===== config.mk =====
export PLATFORM = sky130hd
export DESIGN_NAME = fetch_unit
export DESIGN_NICKNAME = d
export VERILOG_FILES = /design/src/rtl/fetch_unit.sv
export SDC_FILE = /design/constraint.sdc
export NUM_CORES = 1
export LEC_CHECK = 0
export BUFFER_PORTS_ARGS = -buffer_cell sky130_fd_sc_hd__buf_2
export CELL_PAD_IN_SITES_DETAIL_PLACEMENT = 0
export CELL_PAD_IN_SITES_GLOBAL_PLACEMENT = 1
export CORE_ASPECT_RATIO = 0.6
export CORE_MARGIN = 5
export CORE_UTILIZATION = 45
export CTS_CLUSTER_SIZE = 10
export DETAILED_ROUTE_END_ITERATION = 10
export PLACE_DENSITY_LB_ADDON = 0.1
export SYNTH_ARGS = -nofsm -noshare
export SYNTH_HDL_FRONTEND = slang
export SYNTH_SLANG_ARGS = --single-unit

===== constraint.sdc =====
create_clock -name clk -period 3.5 [get_ports clk]
set_input_delay 0.175 -clock clk [delete_from_list [all_inputs] [get_ports clk]]
set_output_delay 0.175 -clock clk [all_outputs]
set_load 0.02 [all_outputs]

===== src/rtl/fetch_unit.sv =====
// fetch_unit: IF-stage PC owner issuing imem reads into a small fetch FIFO
module fetch_unit #(
    parameter logic [31:0] RESET_PC = 32'h0000_0000,
    parameter int          DEPTH    = 2
) (
    input  logic        clk,
    input  logic        rst_n,
    input  logic        stall,
    input  logic        redirect,
    input  logic [31:0] redirectPC,
    output logic        imemReq,
    output logic [31:0] imemAddr,
    input  logic        imemReady,
    input  logic [31:0] imemRdata,
    output logic        fetchValid,
    output logic [31:0] PCPlus4IF,
    output logic [31:0] instructionIF
);
    localparam int AW = $clog2(DEPTH);
    localparam logic [AW:0] FULL = (AW+1)'(DEPTH);
    typedef enum logic [1:0] {IDLE, BUSY, DRAIN} state_t;
    state_t        state_q, state_d;
    logic [31:0]   pc_q, pc_d, addr_q;
    logic          req_q;
    logic [AW:0]   count_q, count_d;
    logic [AW-1:0] rd_q, wr_q;
    logic [31:0]   pc_mem_q [DEPTH];
    logic [31:0]   ins_mem_q [DEPTH];
    logic          consume, push;
    assign fetchValid    = count_q != '0;
    assign consume       = fetchValid & ~stall & ~redirect;
    assign push          = (state_q == BUSY) & imemReady & ~redirect;
    assign imemReq       = req_q;
    assign imemAddr      = addr_q;
    assign PCPlus4IF     = fetchValid ? pc_mem_q[rd_q] + 32'd4 : '0;
    assign instructionIF = fetchValid ? ins_mem_q[rd_q] : '0;
    assign count_d = redirect ? '0 : count_q + (AW+1)'(push) - (AW+1)'(consume);
    assign pc_d    = redirect ? (redirectPC & ~32'd3) : push ? pc_q + 32'd4 : pc_q;
    // Next state: a request caught by a redirect before completing must still be drained
    always_comb begin
        state_d = state_q;
        case (state_q)
            IDLE:    state_d = (redirect || count_q < FULL) ? BUSY : IDLE;
            BUSY:    state_d = redirect ? (imemReady ? IDLE : DRAIN)
                                        : (imemReady && count_d >= FULL) ? IDLE : BUSY;
            DRAIN:   state_d = imemReady ? IDLE : DRAIN;
            default: state_d = IDLE;
        endcase
    end
    // Control state; the address freezes while draining so the aborted read stays stable
    always_ff @(posedge clk or negedge rst_n) begin
        if (!rst_n) begin
            state_q <= IDLE;
            pc_q    <= RESET_PC;
            addr_q  <= RESET_PC;
            req_q   <= 1'b0;
            count_q <= '0;
            rd_q    <= '0;
            wr_q    <= '0;
        end else begin
            state_q <= state_d;
            pc_q    <= pc_d;
            addr_q  <= (state_d == DRAIN) ? addr_q : pc_d;
            req_q   <= state_d != IDLE;
            count_q <= count_d;
            rd_q    <= redirect ? '0 : rd_q + AW'(consume);
            wr_q    <= redirect ? '0 : wr_q + AW'(push);
        end
    end
    // Fetch buffer storage, written with the PC of the completed request
    always_ff @(posedge clk) begin
        if (push) begin
            pc_mem_q[wr_q]  <= pc_q;
            ins_mem_q[wr_q] <= imemRdata;
        end
    end
endmodule


# Word level (Yosys, flattened, before mapping)
# Memories as Yosys holds them, arrays and structs flattened.
# Index checks and enable logic that the tools add are counted.
# totals
regBits,71
latch_bits,0
ramBits,128
romBits,0
inputBits,69
output_inout_bits,98
wordCells,45
memories,2
# op_classes
add_sub_neg,6
multipliers,0
div_mod_pow,0
magnitude_cmp,2
n_eq_ne,3
n_shift,0
n_mux,14
bitwise,6
reduce_logical,5
# mem_list
memory,depth,word_bits,rd,rd_ports_with_merged_regs,write_ports,line_no,rtl
ins_mem_q,2,32,1,0,1,28,logic [31:0] ins_mem_q [DEPTH];
pc_mem_q,2,32,1,0,1,27,logic [31:0] pc_mem_q [DEPTH];
# op_table
cell,count
$mux 32,4
$add 32x3->32 const B,2
$mux 1,6
$mux 2,3
$pmux 2 s3,1
$and 1x1->1,4
$eq 2x2->1 const B,2
$reduce_bool 2->1,2
$add 1x1->1,2
$add 2x1->2,1
$eq 2x1->1 const B,1
$ge 2x2->1 const B,1
$logic_not 2->1,1
$lt 2x2->1 const B,1
$not 1->1,2
$sub 2x1->2,1
$logic_and 1x1->1,1
$logic_or 1x1->1,1

# Logic depth before layout (Yosys ltp)
# Gate-level depths: netlist of the first run.
# depth
ltp_word,12
mapped_depth,12
depth_no_buf,10

# Worst setup path before layout of the first run
# Ideal clock, no wire load.
# synth_timing
path_type,reg-to-output
start,register rd_q
end,output PCPlus4IF[8]
arrival_time_ps,3000
required_time_ps,3325
path_slack_ps,325
stages_incl_launch_ff,13
path_buffers,6
cell_sequence,dfrtp_1 -> buf_6 -> buf_2 -> buf_2 -> buf_2 -> buf_2 -> mux2_2 -> ha_1 -> o211a_1 -> clkbuf_1 -> a21boi_0 -> nor3_1 -> a211oi_1
# synth_via
elab_chain_cells,3
# synth_rtl
item,line_no,rtl
start: declaration,26,"logic [AW-1:0] rd_q, wr_q;"
start signal: assignment,66,rd_q <= redirect ? '0 : rd_q + AW'(consume);
$mem_v2 2x32,-,
$add 32x3->32,35,assign PCPlus4IF = fetchValid ? pc_mem_q[rd_q] + 32'd4 : '0;
$mux 32,35,
end: declaration,16,"output logic [31:0] PCPlus4IF,"
# Every way passes these cells.

# Final worst setup path of the first run
# layout_timing
start,register rd_q
end,output PCPlus4IF[29]
# Same word-level chain as after synthesis.

==> results of run 1 <==
-- worst max path at each step --
stage                     start            end  slack [ns]
after floorplan            rd_q   PCPlus4IF[8]        0.32
after global placement     rd_q  PCPlus4IF[25]        0.54
after detailed placement   rd_q  PCPlus4IF[25]        0.44
after CTS                  rd_q  PCPlus4IF[25]        0.08
after global routing       rd_q  PCPlus4IF[27]        0.04
final                      rd_q  PCPlus4IF[29]        0.26
-- synthesized netlist by cell type (4+ instances only) --
library cell	count
mux2i_1	54
a21oi_1	15
nand2_1	57
nand3_1	19
nor4_1	8
nand3b_1	7
or3_1	7
buf_2	12
dfrtp_1	71
mux2_2	32
and3_1	7
a221oi_1	4
ha_1	6
nor2b_1	7
o31ai_1	4
a311o_1	4
and2_1	4
a221o_1	5
o21ai_0	29
clkbuf_1	22
inv_1	13
nand4_1	25
or4_1	4
xor2_1	13
and4_1	5
a31oi_1	5
xnor2_1	17
nor2_1	67
nor3_1	18
edfxtp_1	128
-- power by group through the flow --
stage	combinational (mW)	clock (mW)	sequential (mW)
floorplan	1.06	0	3.06
global route	1.90	2.20	3.02
global placement	1.68	0	3.02
detailed placement	1.71	0	3.04
finish	1.74	2.05	2.99
CTS	1.77	2.10	2.99
-- placed cells by master (no fill, tap or decap), types with 5 or more instances in the layout --
cell type and instances:
buf_2 164, edfxtp_1 128, dfrtp_1 70, nor2_1 66, nand2_1 57, dlygate4sd3_1 56
mux2i_1 54, mux2_2 32, o21ai_0 29, nand4_1 25, nand3_1 19, nor3_1 18
xnor2_1 17, clkbuf_16 17, buf_4 16, a21oi_1 15, inv_1 13, xor2_1 13
nor4_1 8, nor2b_1 7, nand3b_1 7, and3_1 7, or3_1 7, a31oi_1 5
and4_1 5, a221o_1 5
-- per-stage QoR --
| stage | power, mW | cell area, um2 | worst slack, ns | hold WS (ns) | instances |
|---|---|---|---|---|---|
| finish | 6.79 | 11500 | 0.263 | 0.0204 | 1230 |
| global route | 7.12 | 11500 | 0.0447 | 0.0246 | 1229 |
| CTS | 6.87 | 11500 | 0.0786 | 0.000293 | 1226 |
| detailed placement | 4.75 | 10300 | 0.436 | 0.280 | 1138 |
| global placement | 4.71 | 10300 | 0.537 | 0.274 | 1138 |
| floorplan | 4.12 | 9170 | 0.325 | -0.121 | 726 |
-- state kept, by name (all words and copies together) (netlist names) --
signal / flops
wr_q: 1
pc_mem_q: 64
count_q: 2
state_q: 2
ins_mem_q: 64
imemReq: 1
rd_q: 1
pc_q: 32
imemAddr: 32
-- layer usage --
| metal | wire, um | up-vias | global-route usage, % |
|---|---|---|---|
| met4 | 190 | 0 | 4.04 |
| met2 | 9180 | 183 | 26.8 |
| met3 | 1190 | 16 | 4.37 |
| met5 | 0 | - | 0 |
| li1 | - | 3167 | - |
| met1 | 12300 | 3198 | 32.1 |
-- logic make-up (layout without fill, tap and decap cells) --
kind of cell | count (synthesis) | count (layout) | synth area share (%)
and+or+nand+nor | 259 | 259 | 15.4
DFF | 199 | 199 | 61.3
AOI/OAI and AO/OA | 92 | 92 | 7.03
muxes | 86 | 86 | 9.83
buffers and inverters | 53 | 283 | 2.54
xor gates and xnor gates | 31 | 31 | 3.11
adders and majority gates | 6 | 6 | 0.819
other | 0 | 1 | 0
-- what timing repair did --
action,in CTS,in global routing
hold buffers,56,0
cloned,0,0
setup buffers,0,3
endpoints found under the setup margin,1,1
gates resized for setup,1,0
hold endpoints to repair,121,0
-- critical path: cells and delay by family, from the launching register on --
family	cells	cell delay, ns
AOI/OAI and AO/OA	2	0.60
DFF	1	0.59
and+or+nand+nor	3	0.91
buffers and inverters	2	0.50
-- cell type report --
type	count	area (um2)
inverters	13	48.8
clock buffers	17	425
fillers	1699	8520
flip-flops and latches	199	5620
clock inverters	15	194
repair buffers	238	1530
multi-input cells	474	3330
well taps	273	342
diodes	1	2.50
==> flow_summary.ini, run 1 <==
[job]
cap_violations = 0

[global_route]
grt_usage_pct = 19.7
first_global_vias = 6390
grt_pass1_wl_um = 36500
antenna_found_initial = 0
grt_max_degree = 65
grt-ovfl-total = 0

[cts]
htreeDepth = 4
clkSinkCount = 199
cts_inserted_buffers = 17
cts_root_buffer = clkbuf_16
cts_tree = done
clk_path_buf_depth = 2
path_clk_slew_ns = 0.07
clock_latency_ns = 0.43

[synth]
ys_ff_latch = 199
synth_top_area_share_pct = 41.9
synth_warnings = 0
syn-mean-instance-area_um2 = 12.6
syn_area_um2 = 9170
synth_nets = 801
ys.flop_type = edfxtp_1
syn_inst = 726
yosysUniqueCellTypes = 67
ys_top_cells_by_area = edfxtp_1, dfrtp_1, mux2i_1
synth_area_leader_cell = edfxtp_1
ys_seq_area_share_pct = 61.3
synth-edff-count = 128
synth_async_sr_flop_share_pct = 35.7

[timing]
finalCritPeriodShare_pct = 92.5
slew_headroom_pct = 36.9
timing.fmax_mhz = 309
tightest_slew_ns = 0.920
layout_min_cycle_time_ns = 3.24
rsz0062_at_grt = no
skew_ns = 0.0108
finalHoldViolCount = 0
final.setup.tns_ns = 0
drv_slew = 0
setup_violations = 0

[hold_path]
worstHoldStart = redirectPC[10]
hold_end = pc_q[10]
whs_path_depth = 3
hp-class = in2reg

[die]
die_area_um2 = 23400
chipWidth_um = 194
floorplan.initialDensity_pct = 45.8
design.core.area_um2 = 20000
die_y_um = 121
row_count = 40
io_pins = 167

[setup_path]
critPathLaunchType = flip-flop
timing.rr.end = pc_q[27]
worstSetupPathType = reg2out
cp_cell_sequence = buf_6 > nand4_1 > a221oi_2 > nand2_2 > or4_1 > a21oi_1 > buf_2
reg2reg_depth = 5
max_stage_delay_ns = 0.59
worstPathArrival_ns = 3.06
r2r_setup_slack_ns = 0.94
required_ns = 3.32
cp_slowest_cell = dfrtp_4
r2r-start = state_q[1]
crit_path_end_kind = primary output
worstPathMaxFanout = 34

[placement]
gp_congestion = 0.802
port_buffers = 164
dp_hpwl_um = 16100

[power_and_ir_drop]
comb_power_share_pct = 25.7
sequentialPowerShare_pct = 44.1
power.switching_mw = 2.23
swShare_pct = 32.9
pwr-share-clk_pct = 30.2
ir_drop_uv = 425
p_int_mw = 4.56
leakage_nw = 4.49
powerDensity_nw_per_um2 = 591

[final_layout]
nets = 1018
areaGrowthSynthToFinish_pct = 25.4
drive_gt1_share_pct = 27.5
fin_util_pct = 57.4

[detailed_routing]
vias = 6564
via_per_inst = 5.34
wire_per_inst_um = 18.6
dr.pass1.iters = 5
ant_nets = 0
post-route-drc-count = 0
finalWirelength_um = 22800
first_iter_violations = 431

[status]
status = complete, no violations
No activity file was read; power rests on OpenSTA's default activity.
==> inputs of run 2 (changes only) <==
--- a/config.mk
+++ b/config.mk
@@ -14,6 +14,7 @@
 export CTS_CLUSTER_SIZE = 10
 export DETAILED_ROUTE_END_ITERATION = 10
 export PLACE_DENSITY_LB_ADDON = 0.1
+export RECOVER_POWER = 25
 export SYNTH_ARGS = -nofsm -noshare
 export SYNTH_HDL_FRONTEND = slang
 export SYNTH_SLANG_ARGS = --single-unit
==> run 2 against run 1 <==
Hold slack worse by 0.00073 ns; critical path depth unchanged; global-route usage stayed put; routed wire length decreased by 0.15%; register-to-register slack worse by 0.02 ns; non-clock buffer count unchanged; largest cell class unchanged; clock skew barely moved; power is essentially flat; largest power group unchanged; design area fell by 0.27%.
==> flow_summary.ini, run 2 (synthesis gave the netlist of run 1 again) <==
[die]
row_count = 40
die_y_um = 121
io_pins = 167
chipWidth_um = 194
floorplan.initialDensity_pct = 45.8
design.core.area_um2 = 20000
die_area_um2 = 23400

[final_layout]
areaGrowthSynthToFinish_pct = 25.1
drive_gt1_share_pct = 24.9
final_common_cell = buf_2
fin_util_pct = 57.3
nets = 1018
final_cell_mix = buf_2, edfxtp_1, dfrtp_1
fin_area_um2 = 11500
largest_registers = ins_mem_q (64), pc_mem_q (64)
fin_cells = 1230

[setup_path]
critPathLaunchType = flip-flop
worstSetupPathType = reg2out
crit_start = rd_q
worstPathMaxFanout = 34
r2r-start = state_q[1]
cp_slowest_cell = dfrtp_4
worstPathArrival_ns = 3.06
cp_cell_sequence = buf_6 > nand4_1 > a221oi_2 > nand2_2 > or4_1 > a21oi_1 > buf_2
r2r_setup_slack_ns = 0.92
crit_path_end_kind = primary output
max_stage_delay_ns = 0.59
required_ns = 3.32

[placement]
place_area_um2 = 10300
gp_congestion = 0.802
port_buffers = 164
dp_hpwl_um = 16100
place_ws_ns = 0.436
dp.cells = 1138

[global_route]
grt_max_degree = 65
first_global_vias = 6390
grt_usage_pct = 19.7
grt-ovfl-total = 0
grt_pass1_wl_um = 36500
antenna_found_initial = 0

[cts]
clk_path_buf_depth = 2
htreeDepth = 4
cts_tree = done
clock_latency_ns = 0.43
cts_root_buffer = clkbuf_16
path_clk_slew_ns = 0.07
cts_inserted_buffers = 17
clkSinkCount = 199

[power_and_ir_drop]
leakage_nw = 4.42
powerDensity_nw_per_um2 = 592
ir_drop_uv = 426
total_power_mw = 6.79

[timing]
skew_ns = 0.0111
finalHoldViolCount = 0
slew_headroom_pct = 38.5
fin_ws_ns = 0.264
layout_min_cycle_time_ns = 3.24
finalCritPeriodShare_pct = 92.5
rsz0062_at_grt = no
setup_violations = 0
final.setup.tns_ns = 0
fin_hold_ws_ns = 0.0197
timing.fmax_mhz = 309
tightest_slew_ns = 0.897
drv_slew = 0

[hold_path]
worstHoldStart = redirectPC[10]
hp-class = in2reg

[detailed_routing]
first_iter_violations = 414
via_per_inst = 5.31
finalWirelength_um = 22800
ant_nets = 0
vias = 6532
wire_per_inst_um = 18.5
dr.pass1.iters = 5
post-route-drc-count = 0

[status]
status = complete, no violations

[job]
cap_violations = 0
-- run 2: worst paths after layout --
check / depth (start not counted) / end
min: 3 / pc_q[10]
max reg2reg: 5 / pc_q[27]
min reg2reg: 0 / pc_mem_q[0][1]
min in group asynchronous: 2 / imemAddr[30]
max in group asynchronous: 3 / pc_q[15]
max: 7 / PCPlus4IF[29]
-- run 2: timing repair --
item | in CTS | in global routing
setup buffers | 0 | 3
endpoints found under the hold margin | 121 | 0
hold buffers | 56 | 0
setup endpoints to repair | 1 | 1
resized for setup | 1 | 0
pin swaps | 0 | 0
cloned | 0 | 0
-- run 2: worst max-delay path, delay by kind of cell, from the launching register on --
kind	cells	cell delay (ns)
simple gates	3	0.91
buf+inv	2	0.50
compound gates	2	0.60
flops	1	0.59
-- run 2: layer usage --
metal  track usage, %  routed length (um)  vias to the layer above
met2             26.8                9140                      189
li1                 -                   -                     3164
met4             4.04                 157                        0
met1             32.1               12300                     3166
met3             4.37                1230                       13
met5                0                   0                        -
-- run 2: final cells by class --
class | count | area, um2
inverter | 13 | 48.8
multi-input combinational | 474 | 3330
sequential | 199 | 5620
fill | 1714 | 8550
clock inverter | 15 | 194
tap | 273 | 342
timing repair buffer | 238 | 1500
clock buffer | 17 | 425
antenna | 1 | 2.50
-- run 2: power by group --
group          total (mW)  internal [mW]  switching, mW
clock network        2.05           1.14          0.907
logic                1.74          0.631           1.11
registers            2.99           2.78          0.214
total                6.79           4.56           2.23
==> inputs of run 3 (changes only) <==
--- a/config.mk
+++ b/config.mk
@@ -9,8 +9,8 @@
 export CELL_PAD_IN_SITES_DETAIL_PLACEMENT = 0
 export CELL_PAD_IN_SITES_GLOBAL_PLACEMENT = 1
 export CORE_ASPECT_RATIO = 0.6
-export CORE_MARGIN = 5
-export CORE_UTILIZATION = 45
+export CORE_MARGIN = 2
+export CORE_UTILIZATION = 48
 export CTS_CLUSTER_SIZE = 10
 export DETAILED_ROUTE_END_ITERATION = 10
 export PLACE_DENSITY_LB_ADDON = 0.1
==> constraint.sdc (replaced) <==
create_clock -name clk -period 4 [get_ports clk]
set_input_delay 0.2 -clock clk [delete_from_list [all_inputs] [get_ports clk]]
set_output_delay 0.2 -clock clk [all_outputs]
set_load 0.02 [all_outputs]
==> run 3 against run 2 <==
The run now ends with negative hold slack left; routed wire length is 6.8% lower; die area decreased by 14%; design area decreased by 2.3%; power down 13%; global-route usage increased by 1.9 points; sequential share of layout area increased by 1.1 points; critical path depth rose by 1.
==> flow_summary.ini, run 3 (synthesis gave the netlist of run 1 again) <==
[status]
status = finished with violations
violations = negative hold slack

[die]
floorplan.initialDensity_pct = 48.6
io_pins = 167
row_count = 39
die_area_um2 = 20300
chipWidth_um = 182
design.core.area_um2 = 18900
die_y_um = 111

[global_route]
first_global_vias = 6087
grt-ovfl-total = 0
grt_pass1_wl_um = 33500
antenna_found_initial = 1
grt_usage_pct = 21.6
grt_max_degree = 65

[cts]
clk_path_buf_depth = 2
cts_inserted_buffers = 17
holdBufCountCts = 38
htreeDepth = 4
cts_resized = 0
cts_tree = done
clkSinkCount = 199
postCtsSetupBuffers = 0
path_clk_slew_ns = 0.07
clock_latency_ns = 0.44
cts_root_buffer = clkbuf_16

[setup_path]
crit_buf_inv = 3
cp_slowest_cell = dfrtp_4
critPathLaunchType = flip-flop
worstPathMaxFanout = 32
cp_top_family = buffers and inverters
required_ns = 3.80
cp_cell_sequence = buf_4 > buf_4 > nand4_1 > a221oi_2 > nand2_2 > or4_1 > a21oi_1 > buf_2
worstSetupPathType = reg2out
crit_path_end_kind = primary output
max_stage_delay_ns = 0.71
worstPathArrival_ns = 3.56
crit_top_cell = buf_4

[timing]
slew_headroom_pct = 23.5
tightest_slew_ns = 1.15
finalHoldViolCount = 17
setup_violations = 0
layout_min_cycle_time_ns = 3.76
fin_ws_ns = 0.237
finalCritPeriodShare_pct = 94.1
skew_ns = 0.0139
timing.fmax_mhz = 266
final.setup.tns_ns = 0
fin_hold_ws_ns = -0.0259
drv_slew = 0
rsz0062_at_grt = no

[final_layout]
largest_registers = ins_mem_q (64), pc_mem_q (64)
areaGrowthSynthToFinish_pct = 22.2
final_common_cell = buf_2
final_cell_mix = buf_2, edfxtp_1, dfrtp_1
fin_util_pct = 59.3
drive_gt1_share_pct = 25.4
nets = 991

[detailed_routing]
finalWirelength_um = 21300
ant_nets = 0
via_per_inst = 5.49
wire_per_inst_um = 18.1
first_iter_violations = 426
vias = 6451
dr.pass1.iters = 5
post-route-drc-count = 0

[placement]
port_buffers = 164
place_ws_ns = 0.716
gp_congestion = 0.801
dp_hpwl_um = 14900

[power_and_ir_drop]
ir_drop_uv = 321
leakage_nw = 4.34
powerDensity_nw_per_um2 = 527

[hold_path]
hp-class = in2async

[job]
cap_violations = 0
run 3: cell count changes in the layout (fill, tap and decap cells not counted), moves of 2 or more:
| cell | delta |
|---|---|
| inv_6 | +3 |
| dlygate4sd3_1 | -18 |
| buf_2 | +5 |
| clkinvlp_4 | -3 |
| buf_4 | -9 |
| clkbuf_1 | -5 |
| clkinv_8 | +2 |
run 3: cell type report:
class	instances	area, um2
fill	1556	7680
timing repair buffer	211	1270
inverter	13	48.8
antenna	1	2.50
clock buffer	17	425
clock inverter	15	199
tap	246	308
multi-input combinational	474	3330
sequential	199	5620
run 3: worst paths after layout:
check | slack, ns | end | depth (start not counted) | startpoint
max | 0.24 | PCPlus4IF[29] | 8 | rd_q
min | -0.03 | imemAddr[0] | 1 | rst_n
max reg2reg | 1.42 | pc_q[31] | 4 | pc_q[9]
min reg2reg | 0.48 | imemAddr[27] | 2 | imemAddr[27]
max in group asynchronous | 3.09 | imemAddr[5] | 2 | rst_n
min in group clk | 0.02 | pc_q[23] | 2 | redirectPC[23]
run 3: metal layers:
metal	global-route usage [%]	vias to the layer above	part of all wire, %
met5	0	-	0
met4	4.84	0	0.89
met3	4.60	16	5.5
met2	29.0	197	40
met1	35.4	3123	54
li1	-	3115	-
run 3: stage by stage:
step | total power [mW] | cells | instance area (um2)
6_report | 5.90 | 1176 | 11200
4_1_cts | 5.95 | 1175 | 11200
3_3_place_gp | 4.09 | 1105 | 10200
5_1_grt | 6.18 | 1175 | 11200
2_1_floorplan | 3.60 | 726 | 9170
3_5_place_dp | 4.13 | 1105 | 10200
run 3: report_power, final:
group          internal, mW  switching [mW]  total, mW
Sequential             2.43           0.190       2.62
Combinational         0.538           0.946       1.48
Clock                 0.962           0.832       1.79
